## src/rtl/bitty_mem_arbiter_if.sv

```systemverilog
// Bundle of requester-side handshakes and the memory-side bus for the
// bitty instruction-memory arbiter.
interface bitty_mem_arbiter_if #(
  parameter int ADDR_W = 8,
  parameter int DATA_W = 16
);
  logic              f_req;
  logic [ADDR_W-1:0] f_addr;
  logic              f_gnt;
  logic              f_rvalid;
  logic [DATA_W-1:0] f_rdata;

  logic              h_req;
  logic              h_we;
  logic              h_lock;
  logic [ADDR_W-1:0] h_addr;
  logic [DATA_W-1:0] h_wdata;
  logic              h_gnt;
  logic              h_rvalid;
  logic [DATA_W-1:0] h_rdata;

  logic [ADDR_W-1:0] mem_addr;
  logic              mem_we;
  logic [DATA_W-1:0] mem_wdata;
  logic [DATA_W-1:0] mem_rdata;

  logic              locked;

  modport slave (
    input  f_req, f_addr, h_req, h_we, h_lock, h_addr, h_wdata, mem_rdata,
    output f_gnt, f_rvalid, f_rdata, h_gnt, h_rvalid, h_rdata,
           mem_addr, mem_we, mem_wdata, locked
  );

  modport master (
    output f_req, f_addr, h_req, h_we, h_lock, h_addr, h_wdata, mem_rdata,
    input  f_gnt, f_rvalid, f_rdata, h_gnt, h_rvalid, h_rdata,
           mem_addr, mem_we, mem_wdata, locked
  );
endinterface

```

## src/rtl/bitty_mem_arbiter.sv

```systemverilog
// Two-port arbiter (fetch read-only, host read/write) for a single-port
// synchronous memory; fetch-priority with bounded host starvation and host lock.
module bitty_mem_arbiter #(
  parameter int ADDR_W     = 8,
  parameter int DATA_W     = 16,
  parameter int STARVE_MAX = 3
) (
  input  logic                clk_i,
  input  logic                reset_i,
  bitty_mem_arbiter_if.slave  bus
);
  localparam int CNT_W = $clog2(STARVE_MAX + 1);
  localparam logic [0:0] ST_ARB  = 1'b0;
  localparam logic [0:0] ST_LOCK = 1'b1;

  logic [0:0]        state_q, state_d;
  logic [CNT_W-1:0]  starve_q, starve_d;
  logic [ADDR_W-1:0] addr_q, addr_d;
  logic              f_rvalid_q, h_rvalid_q;
  logic              f_gnt, h_gnt, host_prio;
  logic              f_rvalid, h_rvalid;

  assign host_prio = (starve_q == CNT_W'(STARVE_MAX));

  always_comb begin
    f_gnt = 1'b0;
    h_gnt = 1'b0;
    if (!reset_i) begin
      if (state_q == ST_LOCK) begin
        h_gnt = bus.h_req;
      end else begin
        h_gnt = bus.h_req & (~bus.f_req | host_prio);
        f_gnt = bus.f_req & ~h_gnt;
      end
    end
  end

  always_comb begin
    state_d = state_q;
    if (state_q == ST_ARB) begin
      if (h_gnt && bus.h_lock) state_d = ST_LOCK;
    end else if (!bus.h_lock) begin
      state_d = ST_ARB;
    end
  end

  always_comb begin
    starve_d = starve_q;
    if (state_q == ST_LOCK || !bus.h_req || h_gnt) starve_d = '0;
    else if (!host_prio)                           starve_d = starve_q + CNT_W'(1);
  end

  // Idle cycles keep the last address so the memory sees no spurious change.
  always_comb begin
    addr_d = addr_q;
    if (h_gnt)      addr_d = bus.h_addr;
    else if (f_gnt) addr_d = bus.f_addr;
  end

  always_ff @(posedge clk_i) begin
    if (reset_i) begin
      state_q    <= ST_ARB;
      starve_q   <= '0;
      addr_q     <= '0;
      f_rvalid_q <= 1'b0;
      h_rvalid_q <= 1'b0;
    end else begin
      state_q    <= state_d;
      starve_q   <= starve_d;
      addr_q     <= addr_d;
      f_rvalid_q <= f_gnt;
      h_rvalid_q <= h_gnt & ~bus.h_we;
    end
  end

  // A read granted just before reset must not surface while reset is held.
  assign f_rvalid = f_rvalid_q & ~reset_i;
  assign h_rvalid = h_rvalid_q & ~reset_i;

  assign bus.f_gnt     = f_gnt;
  assign bus.h_gnt     = h_gnt;
  assign bus.f_rvalid  = f_rvalid;
  assign bus.h_rvalid  = h_rvalid;
  assign bus.f_rdata   = f_rvalid ? bus.mem_rdata : '0;
  assign bus.h_rdata   = h_rvalid ? bus.mem_rdata : '0;
  assign bus.mem_addr  = addr_d;
  assign bus.mem_we    = h_gnt & bus.h_we;
  assign bus.mem_wdata = bus.h_wdata;
  assign bus.locked    = (state_q == ST_LOCK);
endmodule

```

## src/flat_wrapper.sv

```systemverilog
// flat-port wrapper written by rule: the top's interface ports become plain ports
module bitty_mem_arbiter_flat 
#(
  parameter int ADDR_W     = 8,
  parameter int DATA_W     = 16,
  parameter int STARVE_MAX = 3
)
  (clk_i, reset_i, bus_f_req, bus_f_addr, bus_h_req, bus_h_we, bus_h_lock, bus_h_addr, bus_h_wdata, bus_mem_rdata, bus_f_gnt, bus_f_rvalid, bus_f_rdata, bus_h_gnt, bus_h_rvalid, bus_h_rdata, bus_mem_addr, bus_mem_we, bus_mem_wdata, bus_locked);
  bitty_mem_arbiter_if #(.ADDR_W(ADDR_W), .DATA_W(DATA_W)) bus_i ();
  input  logic clk_i;
  input  logic reset_i;
  input wire logic [$bits(bus_i.f_req)-1:0] bus_f_req;
  input wire logic [$bits(bus_i.f_addr)-1:0] bus_f_addr;
  input wire logic [$bits(bus_i.h_req)-1:0] bus_h_req;
  input wire logic [$bits(bus_i.h_we)-1:0] bus_h_we;
  input wire logic [$bits(bus_i.h_lock)-1:0] bus_h_lock;
  input wire logic [$bits(bus_i.h_addr)-1:0] bus_h_addr;
  input wire logic [$bits(bus_i.h_wdata)-1:0] bus_h_wdata;
  input wire logic [$bits(bus_i.mem_rdata)-1:0] bus_mem_rdata;
  output wire logic [$bits(bus_i.f_gnt)-1:0] bus_f_gnt;
  output wire logic [$bits(bus_i.f_rvalid)-1:0] bus_f_rvalid;
  output wire logic [$bits(bus_i.f_rdata)-1:0] bus_f_rdata;
  output wire logic [$bits(bus_i.h_gnt)-1:0] bus_h_gnt;
  output wire logic [$bits(bus_i.h_rvalid)-1:0] bus_h_rvalid;
  output wire logic [$bits(bus_i.h_rdata)-1:0] bus_h_rdata;
  output wire logic [$bits(bus_i.mem_addr)-1:0] bus_mem_addr;
  output wire logic [$bits(bus_i.mem_we)-1:0] bus_mem_we;
  output wire logic [$bits(bus_i.mem_wdata)-1:0] bus_mem_wdata;
  output wire logic [$bits(bus_i.locked)-1:0] bus_locked;
  assign bus_i.f_req = bus_f_req;
  assign bus_i.f_addr = bus_f_addr;
  assign bus_i.h_req = bus_h_req;
  assign bus_i.h_we = bus_h_we;
  assign bus_i.h_lock = bus_h_lock;
  assign bus_i.h_addr = bus_h_addr;
  assign bus_i.h_wdata = bus_h_wdata;
  assign bus_i.mem_rdata = bus_mem_rdata;
  assign bus_f_gnt = bus_i.f_gnt;
  assign bus_f_rvalid = bus_i.f_rvalid;
  assign bus_f_rdata = bus_i.f_rdata;
  assign bus_h_gnt = bus_i.h_gnt;
  assign bus_h_rvalid = bus_i.h_rvalid;
  assign bus_h_rdata = bus_i.h_rdata;
  assign bus_mem_addr = bus_i.mem_addr;
  assign bus_mem_we = bus_i.mem_we;
  assign bus_mem_wdata = bus_i.mem_wdata;
  assign bus_locked = bus_i.locked;
  bitty_mem_arbiter #(.ADDR_W(ADDR_W), .DATA_W(DATA_W), .STARVE_MAX(STARVE_MAX)) u_core (.clk_i(clk_i), .reset_i(reset_i), .bus(bus_i));
endmodule
```

## config.mk

```make
export PLATFORM = sky130hd
export DESIGN_NAME = bitty_mem_arbiter_flat
export DESIGN_NICKNAME = d
export VERILOG_FILES = /design/src/rtl/bitty_mem_arbiter_if.sv /design/src/rtl/bitty_mem_arbiter.sv /design/src/flat_wrapper.sv
export SDC_FILE = /design/constraint.sdc
export NUM_CORES = 1
export LEC_CHECK = 0
export ABC_AREA = 0
export BUFFER_PORTS_ARGS = -buffer_cell sky130_fd_sc_hd__buf_2
export CAP_MARGIN = 20
export CORE_ASPECT_RATIO = 1.25
export CORE_MARGIN = 1.5
export CORE_UTILIZATION = 36
export CTS_CLUSTER_DIAMETER = 50
export DETAILED_ROUTE_END_ITERATION = 10
export PLACE_DENSITY_LB_ADDON = 0.25
export SLEW_MARGIN = 40
export SYNTH_ARGS = -nofsm -noshare
export SYNTH_HDL_FRONTEND = slang
export SYNTH_SLANG_ARGS = --single-unit
```

## constraint.sdc

```tcl
create_clock -name clk_i -period 2.4 [get_ports clk_i]
set_input_delay 0.36 -clock clk_i [delete_from_list [all_inputs] [get_ports clk_i]]
set_output_delay 0.36 -clock clk_i [all_outputs]
set_load 0.1 [all_outputs]
```

### Word-level counts from Yosys, hierarchy flattened

Cells that the tools add are included.

* flip-flop bits (word level): 13
* bits of input ports: 54
* output and inout bits: 62
* logic and storage cells: 34

* add/subtract/negate cells: 1
* equal/unequal tests: 1
* mux-type cells: 11
* bitwise gates (word level): 11
* reduce and logical (&&, ||, !) cells: 5

Operator list (number)
* 16-bit 2-to-1 mux: 2
* 8-bit 2-to-1 mux: 2
* 1-bit 2-to-1 mux: 7
* 1-bit AND: 6
* 1-bit inverter: 4
* 2-bit by 1-bit adder with 2-bit output, second input constant: 1
* 2-bit == test, second input constant: 1
* 1-bit logical OR: 2
* 2-bit OR reduction: 1
* 1-bit logical AND: 1
* 1-bit zero test: 1
* 1-bit OR: 1

### Logic depth before layout (Yosys ltp)

* depth in word-level cells: 9
* mapped depth: 6
* gate-level depth less buffers: 5

### Worst setup path after synthesis

No wires, ideal clock.

* path type: reg2out
* start: register u_core.state_q (netlist: u_core.bus.locked)
* end: output bus_mem_addr[0]
* arrival: 3.392 ns
* required time: 2.040 ns
* slack: -1.352 ns
* cell stages (with the launch flop): 6
* buffers on the path: 2
* cell sequence: dfxtp_1 or3b_1 buf_2 clkbuf_1 o21ai_0 a31oi_1

* word-level cells in the longest chain between the ends: 4

Ends and longest elaborated chain
* start, declared: RTL line bitty_mem_arbiter.sv:16 `logic [0:0] state_q, state_d;`
* start signal, assigned: RTL line bitty_mem_arbiter.sv:68 `state_q <= state_d;`
* 1-bit 2-to-1 mux: RTL line bitty_mem_arbiter.sv:29 `if (state_q == ST_LOCK) begin`
* 1-bit 2-to-1 mux: RTL line bitty_mem_arbiter.sv:28 `if (!reset_i) begin`
* 8-bit 2-to-1 mux: RTL line bitty_mem_arbiter.sv:57 `else if (f_gnt) addr_d = bus.f_addr;`
* 8-bit 2-to-1 mux *: RTL line bitty_mem_arbiter.sv:56 `if (h_gnt) addr_d = bus.h_addr;`
* end, declared: RTL line flat_wrapper.sv:26 `output wire logic [$bits(bus_i.mem_addr)-1:0] bus_mem_addr;`

Every way passes the cells marked *; elsewhere a longest branch is shown, timed or not.

### Worst setup path after layout

* start: register u_core.state_q (netlist: u_core.bus.locked)
* end: output bus_mem_addr[3]

The elaborated chain is that of the path after synthesis.

==> metrics <==
synth top area cells dfxtp_1 (26%), and2_1 (21%), buf_4 (12%), or3b_1 (7.8%), a311oi_1 (6.9%); Die ar. 0.00314 mm²; first-pass GRT wire length just over 6000 µm; area post-placement roughly 0.0021 mm²; slowest CP cell or3b_4; fin area around 0.0022 mm²; post-route ant nets 0; Slew @ Worst Pin 0.494 ns; power per cell area 403 mW/mm²; RSZ-0062 raised after global routing true; delay-heaviest family, CP simple AND/OR/NAND/NOR gates; Seq pwr share 0.267; Via Count about 1200; Synth cell types 20; Tot Pwr 0.868 mW; Fill cells 168; drt initial violations 56; Critical Path RT 2.04 ns; largest net degree at the start of global routing 19; Leak 0.903 nW; Bufs on Longest Clock Path 2; Slew HR 0.673; max incr delay on CP around 0.47 ns; power share of the clock group 0.165; layout cell share with drive strength beyond 1 0.558; GRT overflow 0; CP Class reg -> out; Final Skew 0.00278 ns; Pint 0.470 mW; Total GRT Usage 0.248; antenna fix cells 0; area share of the largest cell type after synthesis 0.257; area of the core ~0.0027 mm²; Area growth syn-to-layout 113%; Comb pwr share 0.568; Place WS 0.0315 ns; Yosys top cell by area dfxtp_1; Syn Area/Cell 7.80 µm²; final period utilization 0.979; worst path bufs/invs 1; initial antenna violation count 0; Setup WS post-layout 0.0496 ns; Pre-antenna DRT Iters 5; sequential area share after synthesis 0.257; die height 62.3 µm; status complete, no violations; PortBufs 83; synthesis warning total 0; Cells after Synth 130; H-tree depth reported by CTS 1; register bit total from synthesis 13; CP Capture Type output port; CP max FO 17; vias in the first global route ~1300; clk slew on worst S/H paths 0.08 ns; GPL Wtd Cong 0.748; fin crit period 2.35 ns; max-cap viol count 0; Die X-Extent 50.5 µm; number of vias per cell 5.33; total wire length 3960 µm; max-slew violations 0; switching portion of total power 0.459; I/O pin cnt around 120; Max Freq 0.425 GHz; Layout Nets 255; commonest non-fill, non-tap cell in the layout buf_2; VDD IR max 351 µV; worst skew pair latency 0.28 ns; type of origin of the critical path flip-flop; wire length per cell 17.0 µm; # setup viols final 0; arrival time worst endpoint between 1.5 and 2 ns; CTS tree done; net switching power of the design 0.398 mW; CTS buffer count 3; Root Buffer clkbuf_4; initial core utilization 0.378; DP Wirelength between 3000 and 4000 µm; Sink Count 13; Rows 21; setup TNS 0 ns; post-layout util 0.805; most frequent cells in the layout buf_2 (42), buf_12 (41), and2_1 (32); crit-path cells or3b_4 > or3b_1 > a31oi_4 > buf_12; net count after synthesis 185; Hold Vio Cnt, Final 0; Hold/Removal Path Class in -> reg; Post-Syn Area 0.00101 mm²; DRC violations left 0
==> metal layers <==
layer  part of all wire  global-route usage  wire [µm]  vias to the layer above
met5                  0                   0          0                        -
met4              0.019              0.0946         75                        0
met3              0.082              0.0457        324                       10
met2               0.54               0.472       2150                       77
met1               0.35               0.257       1400                      581
li1                   -                   -          -                      573
==> flip-flops by register name, indices dropped and copies added (netlist names) <==
signal             flops
u_core.addr_q          8
u_core.bus.locked      1
u_core.f_rvalid_q      1
u_core.h_rvalid_q      1
u_core.starve_q        2
==> path summary, 6_finish.rpt <==
kind	from	slack [ns]	end	cells past startpoint
max reg2reg	u_core.bus.locked$_SDFF_PP0_	0.65	u_core.addr_q[3]$_SDFF_PP0_	3
min	bus_h_we	0.24	u_core.h_rvalid_q$_SDFF_PP0_	2
min reg2reg	u_core.starve_q[0]$_SDFFE_PP0N_	0.44	u_core.starve_q[0]$_SDFFE_PP0N_	1
max	u_core.bus.locked$_SDFF_PP0_	0.05	bus_mem_addr[3]	4
==> Yosys cell counts <==
master	instances
a21oi_1	1
a311oi_1	8
a31oi_1	8
and2_1	34
and4b_1	1
buf_2	3
buf_4	16
clkbuf_1	8
dfxtp_1	13
ha_1	1
inv_1	1
nand2b_1	2
nor2_1	3
nor2b_1	2
nor3_1	8
nor3b_1	3
o21ai_0	4
o21ai_1	4
or2_1	1
or3b_1	9
==> cell families (layout without fill, tap and decap cells) <==
kind of cell    after synthesis  after routing  synth area share
fa+ha+maj                     1              1            0.0123
compound gates               25             25             0.163
simple gates                 63             63             0.401
flops                        13             13             0.257
buf+inv                      28             97             0.167
==> power groups by stage <==
stage / Sequential (mW) / Combinational (mW) / Clock, mW
2_1_floorplan: 0.240 / 0.432 / 0
3_5_place_dp: 0.237 / 0.488 / 0
4_1_cts: 0.232 / 0.490 / 0.144
5_1_grt: 0.233 / 0.507 / 0.153
3_3_place_gp: 0.236 / 0.480 / 0
6_report: 0.232 / 0.493 / 0.144
==> area by class of cell <==
type	instances	area (µm²)	share of cell area
clock buffers	4	26.3	0.0122
inverters	1	7.51	0.00348
multi-input cells	89	718	0.333
flip-flops and latches	13	264	0.122
well taps	34	42.5	0.0197
repair buffers	92	1100	0.509
==> stage by stage <==
step	hold WS (ns)	instances
after floorplan	0.405	130
after global placement	0.415	228
after detailed placement	0.427	228
after CTS	0.242	232
after global routing	0.245	233
final	0.241	233
==> timing repair <==
item,CTS,global route
endpoints found under the setup margin,8,7
hold buffers,0,0
cloned,0,0
resized for setup,2,3
setup buffers,0,1
Note: power is estimated with default switching activity, not from simulation.
